File: src/rtl/text_console_writer.sv
// Character console writer: turns a char/attr stream into VRAM word writes,
// tracks a wrapping cursor and blanks the screen after reset or on request.
module text_console_writer #(
    parameter int          COLS         = 60,
    parameter int          ROWS         = 34,
    parameter logic [7:0]  DEFAULT_ATTR = 8'h07
) (
    input  logic        clk_i,
    input  logic        rst_n_i,
    input  logic [7:0]  char_i,
    input  logic [7:0]  attr_i,
    input  logic        valid_i,
    output logic        ready_o,
    input  logic        clear_i,
    output logic        vram_cea_o,
    output logic [10:0] vram_ada_o,
    output logic [15:0] vram_din_o,
    output logic        busy_o,
    output logic [5:0]  cursor_col_o,
    output logic [5:0]  cursor_row_o
);

    // state  | meaning
    // IDLE   | accepting characters, one per cycle
    // CLEAR  | writing blank words to every cell, ascending
    localparam logic [0:0] ST_IDLE  = 1'b0;
    localparam logic [0:0] ST_CLEAR = 1'b1;

    localparam logic [10:0] LAST_ADDR = 11'(COLS * ROWS - 1);
    localparam logic [5:0]  LAST_COL  = 6'(COLS - 1);
    localparam logic [5:0]  LAST_ROW  = 6'(ROWS - 1);

    localparam logic [7:0] CH_BS = 8'h08;
    localparam logic [7:0] CH_LF = 8'h0A;
    localparam logic [7:0] CH_FF = 8'h0C;
    localparam logic [7:0] CH_CR = 8'h0D;

    logic [0:0]  state;
    logic        init_pending;
    logic        accept;
    logic        printable;
    logic        start_clear;
    logic [10:0] cur_addr;
    logic [5:0]  row_inc;

    // init_pending forces the post-reset blanking on the first edge after release
    assign ready_o     = rst_n_i && (state == ST_IDLE) && !init_pending && !clear_i;
    assign busy_o      = (state == ST_CLEAR);
    assign accept      = valid_i && ready_o;
    assign printable   = (char_i >= 8'h20);
    assign start_clear = (state == ST_IDLE) &&
                         (init_pending || clear_i || (accept && char_i == CH_FF));
    assign cur_addr    = 11'(cursor_row_o) * 11'(COLS) + 11'(cursor_col_o);
    assign row_inc     = (cursor_row_o == LAST_ROW) ? 6'd0 : cursor_row_o + 6'd1;

    always_ff @(posedge clk_i or negedge rst_n_i) begin
        if (!rst_n_i) begin
            state        <= ST_IDLE;
            init_pending <= 1'b1;
            vram_cea_o   <= 1'b0;
            vram_ada_o   <= 11'd0;
            vram_din_o   <= 16'd0;
            cursor_col_o <= 6'd0;
            cursor_row_o <= 6'd0;
        end else begin
            case (state)
                ST_IDLE: begin
                    if (start_clear) begin
                        // first blank word goes out on the entry edge itself
                        state        <= ST_CLEAR;
                        init_pending <= 1'b0;
                        vram_cea_o   <= 1'b1;
                        vram_ada_o   <= 11'd0;
                        vram_din_o   <= {DEFAULT_ATTR, 8'h20};
                        cursor_col_o <= 6'd0;
                        cursor_row_o <= 6'd0;
                    end else begin
                        vram_cea_o <= 1'b0;
                        if (accept) begin
                            if (printable) begin
                                vram_cea_o <= 1'b1;
                                vram_ada_o <= cur_addr;
                                vram_din_o <= {attr_i, char_i};
                                if (cursor_col_o == LAST_COL) begin
                                    cursor_col_o <= 6'd0;
                                    cursor_row_o <= row_inc;
                                end else begin
                                    cursor_col_o <= cursor_col_o + 6'd1;
                                end
                            end else begin
                                case (char_i)
                                    CH_LF: begin
                                        cursor_col_o <= 6'd0;
                                        cursor_row_o <= row_inc;
                                    end
                                    CH_CR: cursor_col_o <= 6'd0;
                                    CH_BS: begin
                                        if (cursor_col_o != 6'd0)
                                            cursor_col_o <= cursor_col_o - 6'd1;
                                    end
                                    default: ;
                                endcase
                            end
                        end
                    end
                end
                ST_CLEAR: begin
                    if (vram_ada_o == LAST_ADDR) begin
                        state      <= ST_IDLE;
                        vram_cea_o <= 1'b0;
                    end else begin
                        vram_cea_o <= 1'b1;
                        vram_ada_o <= vram_ada_o + 11'd1;
                    end
                end
                default: state <= ST_IDLE;
            endcase
        end
    end

endmodule

File: config.mk
export PLATFORM = sky130hd
export DESIGN_NAME = text_console_writer
export DESIGN_NICKNAME = d
export VERILOG_FILES = /design/src/rtl/text_console_writer.sv
export SDC_FILE = /design/constraint.sdc
export NUM_CORES = 1
export LEC_CHECK = 0
export ABC_AREA = 1
export BUFFER_PORTS_ARGS = -buffer_cell sky130_fd_sc_hd__buf_2
export CAP_MARGIN = 20
export CORE_AREA = 3 3 82 84
export DETAILED_ROUTE_END_ITERATION = 6
export DIE_AREA = 0 0 85 87
export PLACE_DENSITY = 0.81
export SLEW_MARGIN = 20
export SYNTH_ARGS = -nofsm -noshare
export SYNTH_HDL_FRONTEND = slang
export SYNTH_SLANG_ARGS = --single-unit
File: constraint.sdc
create_clock -name clk_i -period 4.1 [get_ports clk_i]
set_input_delay 0 -clock clk_i [delete_from_list [all_inputs] [get_ports clk_i]]
set_output_delay 0 -clock clk_i [all_outputs]
set_load 0.01 [all_outputs]
## Word-level counts from Yosys, hierarchy flattened

Cells that the tools add are included.
W data, S select, Z words.

| storage, ports and cells | value |
|---|---|
| register bits | 42 |
| bits of input ports | 20 |
| output and inout port bits | 42 |

| cells by class | value |
|---|---|
| add/sub/neg operators | 5 |
| multipliers | 1 |
| order comparisons | 1 |
| eq/ne operators | 12 |
| mux-type cells | 27 |
| bitwise gates (word level) | 1 |
| reduce and logical (&&, ||, !) cells | 21 |

Operators with widths:

| operator | count |
|---|---|
| $mux W6 | 11 |
| $mux W16 | 3 |
| $mux W11 | 4 |
| $eq A8 B4 Y1 const B | 4 |
| $pmux W11 S2 | 1 |
| $add A6 B1 Y6 const B | 2 |
| $eq A6 B6 Y1 const B | 2 |
| $pmux W6 S2 | 1 |
| $add A11 B1 Y11 const B | 1 |
| $add A11 B6 Y11 | 1 |
| $eq A11 B11 Y1 const B | 1 |
| $mul A6 B4 Y9 const B | 1 |
| $ge A8 B6 Y1 const B | 1 |
| $reduce_and A4 Y1 | 2 |
| $logic_and A1 B1 Y1 | 6 |
| $ne A3 B3 Y1 const B | 2 |
| $reduce_and A3 Y1 | 2 |
| $reduce_bool A6 Y1 | 1 |
| $sub A6 B1 Y6 const B | 1 |
| $mux W1 | 5 |
| $ne A4 B4 Y1 const B | 1 |
| $pmux W1 S2 | 2 |
| $reduce_bool A2 Y1 | 2 |
| $reduce_bool A4 Y1 | 1 |
| 8 further kinds | 10 |

## Longest topological paths before layout

| logic depth | value |
|---|---|
| depth in word-level cells | 10 |
| mapped depth | 18 |
| depth with buffers taken out | 18 |

## Worst setup path after synthesis

No wires, ideal clock.

| timing path | value |
|---|---|
| kind | flip-flop to flip-flop |
| from | register cursor_row_o[0] |
| to | register vram_ada_o[10] |
| data arrival time | 3.124 ns |
| required time | 4.023 ns |
| setup slack | 0.899 ns |
| stages on the path, launching flop included | 17 |
| buffers on the path | 0 |
| path through | dfrtp_1 fa_1 inv_1 fa_1 fa_1 inv_1 ha_1 nand2_1 nor2_1 nor2_1 nor2_1 nand2_1 nor2_1 nand2_1 nand2_1 nand3_1 a21oi_1 |

| between the ends | value |
|---|---|
| longest elaborated chain between the ends | 6 |

Ends and longest elaborated chain:

| element | RTL line | text |
|---|---|---|
| start: declaration | 20 | `output logic [5:0] cursor_row_o` |
| start signal: assignment | 86 | `cursor_row_o <= row_inc;` |
| start signal: assignment | 94 | `cursor_row_o <= row_inc;` |
| $mul A6 B4 Y9 | 53 | `assign cur_addr = 11'(cursor_row_o) * 11'(COLS) + 11'(cursor_col_o);` |
| $add A11 B6 Y11 | 53 |  |
| $mux W11 | 80 | `if (printable) begin` |
| $mux W11 | 79 | `if (accept) begin` |
| $mux W11 | 68 | `if (start_clear) begin` |
| $pmux W11 S2 | 66 | `case (state)` |
| end signal: assignment | 82 | `vram_ada_o <= cur_addr;` |
| end signal: assignment | 113 | `vram_ada_o <= vram_ada_o + 11'd1;` |
| end: declaration | 16 | `output logic [10:0] vram_ada_o,` |

No other way between the ends. The select of a mux whose other input is x is not followed.
A chain may end at the register's enable or synchronous reset.

## Worst setup path after layout

Same ends and word-level chain as after synthesis.

==> metrics.yaml <==
grt_pass1_vias: 3135
power_density_mw_per_mm2: 216
wl_um: 7960
fillCellCount: 506
antenna_cells: 0
critPathSlowestCell: "fa_1"
clk_pin_slew_ps: 90
fin_crit_ps: 3390
cts_root_buf: "clkbuf_8"
path_buf_inv: 2
utilization: 0.665
p_sw_mw: 0.181
hold_viol_final: 0
setup_violations: 0
stdcell_area_mm2: 0.00399
tightestPinTransition_ps: 566
power_switching_share: 0.210
power_frac_comb: 0.055
grt-ovfl-total: 0
status: "finished clean"
vias: 3141
cts_max_path_buffers: 2
crit_type: "flop to flop"
grt_pass1_wl_um: 14200
layout.nets: 570
clockPowerShare: 0.463
grt_usage: 0.232
synth.distinct_cells: 39
dp_hpwl_um: 5870
rsz0062_at_grt: "no"
rows: 28
fin_skew_ps: 7.79
fin_total_pwr_mw: 0.861
drv_cap: 0
worstPathCellList: "fa_1 -> inv_1 -> fa_1 -> fa_1 -> inv_1 -> ha_1 -> nand2_1 -> nor2_1 -> nor2_1 -> nor2_1 -> nand2_1 -> nor2_1 -> nand2_1 -> nand2_1 -> nand3_1 -> a21oi_1"
io_pins: 62
critPathLaunchType: "flop"
coreArea_mm2: 0.00599
drtIter0Drc: 174
first_pass_iters: 4
initial_utilization: 0.558
netlist_area_mm2: 0.00335
syn_to_final_growth_pct: 19.1
crit_arrival_ps: 3620
leakage_nw: 2.16
cp-end-kind: "flop"
place_area_mm2: 0.00368
place.gp.congestion: 0.871
cp_top_family: "adder cells"
die-area_mm2: 0.00740
r2r_cells: 16
drv_slew: 0
drive_above_1_share: 0.172
relSlewSlack: 0.622
drtAntennaViolNets: 0
die_x_um: 85
viasPerCell: 5.31
htree_levels: 2
die_height_um: 87
portBuffers: 61
syn_nets: 493
drc_errors: 0
post-route-period-util: 0.828
cp_slowest_stage_delay_ps: 600
yosysWarnings: 0
hold_path_depth: 5
vdd_drop_max_uv: 216
post_cts_buffers: 0
worstSkewPairLatency_ps: 300
synth_seq_area_share: 0.315
postSynthCellCount: 438
antenna_found_initial: 0
numCtsBuffers: 5
cp.depth: 16
max_freq_ghz: 0.295
p_int_mw: 0.680
critPathMaxFanout: 10
syn_avg_cell_area_um2: 7.64
required_ps: 4330
grt_max_degree: 44
power_frac_seq: 0.482
cts_tree: "yes"
hp-class: "primary input to flop"
wl_per_cell_um: 13.5
ys_seq_elements: 42
fin_setup_tns_ps: 0
clkSinkCount: 42
power groups by stage:
| stage | Sequential, mW | Combinational (mW) | Clock, mW |
|---|---|---|---|
| finish | 0.415 | 0.0477 | 0.399 |
| global route | 0.415 | 0.0527 | 0.423 |
| CTS | 0.415 | 0.0470 | 0.403 |
| detailed placement | 0.423 | 0.0342 | 0 |
| global placement | 0.423 | 0.0333 | 0 |
| floorplan | 0.423 | 0.0118 | 0 |
Yosys cell counts:
| cell type | count | area (um2) |
|---|---|---|
| a31oi_1 | 3 | 18.8 |
| buf_4 | 1 | 7.51 |
| nand2_4 | 4 | 45.0 |
| xnor2_1 | 3 | 26.3 |
| nor3_4 | 1 | 16.3 |
| nor2_1 | 34 | 128 |
| a22o_1 | 7 | 61.3 |
| dfstp_2 | 1 | 26.3 |
| buf_2 | 3 | 15.0 |
| xor2_1 | 13 | 114 |
| a31o_2 | 1 | 8.76 |
| a21oi_2 | 2 | 17.5 |
| o21ai_1 | 6 | 30.0 |
| nand2_2 | 3 | 18.8 |
| buf_6 | 3 | 33.8 |
| o21ai_0 | 25 | 125 |
| ha_1 | 25 | 313 |
| fa_1 | 10 | 200 |
| buf_8 | 1 | 15.0 |
| inv_4 | 1 | 6.26 |
| nand3_1 | 43 | 215 |
| nand4_1 | 6 | 37.5 |
| o21ai_2 | 2 | 17.5 |
| o31ai_1 | 1 | 7.51 |
| nand3_2 | 1 | 10.0 |
| clkinv_1 | 1 | 3.75 |
| inv_1 | 73 | 274 |
| or2_2 | 1 | 6.26 |
| nand2_1 | 91 | 342 |
| dfrtp_1 | 41 | 1030 |
| nand3b_1 | 2 | 15.0 |
| nor3_1 | 4 | 20.0 |
| nor2_2 | 1 | 6.26 |
| and2_1 | 1 | 6.26 |
| o22a_1 | 3 | 26.3 |
| clkbuf_1 | 1 | 3.75 |
| a21oi_1 | 15 | 75.1 |
| o22ai_1 | 3 | 18.8 |
| clkinv_4 | 1 | 8.76 |
stage by stage:
| step | std cells | hold WS [ps] | setup slack [ps] |
|---|---|---|---|
| global placement | 566 | 108 | 851 |
| finish | 591 | 201 | 706 |
| global route | 591 | 235 | 249 |
| detailed placement | 566 | 115 | 726 |
| floorplan | 438 | -296 | 899 |
| CTS | 591 | 192 | 700 |
final cells by class:
cell class              count  area [um2]  area share
multi-input cells         311        1930       0.483
flip-flops and latches     42        1050       0.264
repair buffers             79         483       0.121
inverters                  76         293      0.0735
well taps                  75        93.8      0.0235
clock buffers               5        68.8      0.0173
clock inverters             3        68.8      0.0173
tightest hold or removal path: stages:
cell     delay [ps]
buf_2            90
nor2_2           50
nand2_2          70
nand2_4         150
nand2_1         100
state kept, by name, indices dropped and copies added (netlist names):
| name | cells |
|---|---|
| busy_o | 1 |
| cursor_col_o | 6 |
| cursor_row_o | 6 |
| init_pending | 1 |
| vram_ada_o | 11 |
| vram_cea_o | 1 |
| vram_din_o | 16 |
layout by cell type, fill, tap and decap left out, drive strengths merged, types with 13 or more instances in the layout:
cell and count:
a21oi 17, dlygate4sd3 17, nor2 35, dfrtp 41, o21ai 33, nand2 98, xor2 13, buf 62
inv 74, ha 25, nand3 44
metal layers:
| metal | vias to the layer above | wire (um) | global-route usage |
|---|---|---|---|
| met3 | 4 | 473 | 0.0530 |
| met2 | 93 | 3850 | 0.401 |
| li1 | 1555 | - | - |
| met4 | 0 | 52 | 0.0417 |
| met1 | 1489 | 3590 | 0.302 |
| met5 | - | 0 | 0 |
logic make-up (layout without fill, tap and decap cells):
| logic type | after synthesis | in the layout | share of synthesized area |
|---|---|---|---|
| buf+inv | 85 | 163 | 0.110 |
| compound gates | 68 | 68 | 0.122 |
| flops | 42 | 42 | 0.315 |
| xor+xnor | 16 | 16 | 0.0419 |
| fa+ha+maj | 35 | 35 | 0.153 |
| simple gates | 192 | 192 | 0.259 |
final timing paths:
check | endpoint | start | slack (ps)
min in group asynchronous | vram_din_o[12]$_DFFE_PN0P_ | rst_n_i | 300
min reg2reg | vram_din_o[4]$_DFFE_PN0P_ | vram_din_o[4]$_DFFE_PN0P_ | 490
min | busy_o$_DFF_PN0_ | clear_i | 200
max | vram_ada_o[10]$_DFFE_PN0P_ | cursor_row_o[0]$_DFFE_PN0P_ | 710
max in group asynchronous | cursor_row_o[1]$_DFFE_PN0P_ | rst_n_i | 3400
max reg2reg | vram_ada_o[10]$_DFFE_PN0P_ | cursor_row_o[0]$_DFFE_PN0P_ | 710
timing repair:
item | 4_1_cts | 5_1_grt
setup endpoints to repair | 0 | 0
endpoints found under the hold margin | 57 | 0
hold buffers | 17 | 0
resized for setup | 0 | 0
(Power assumes the default switching activity.)
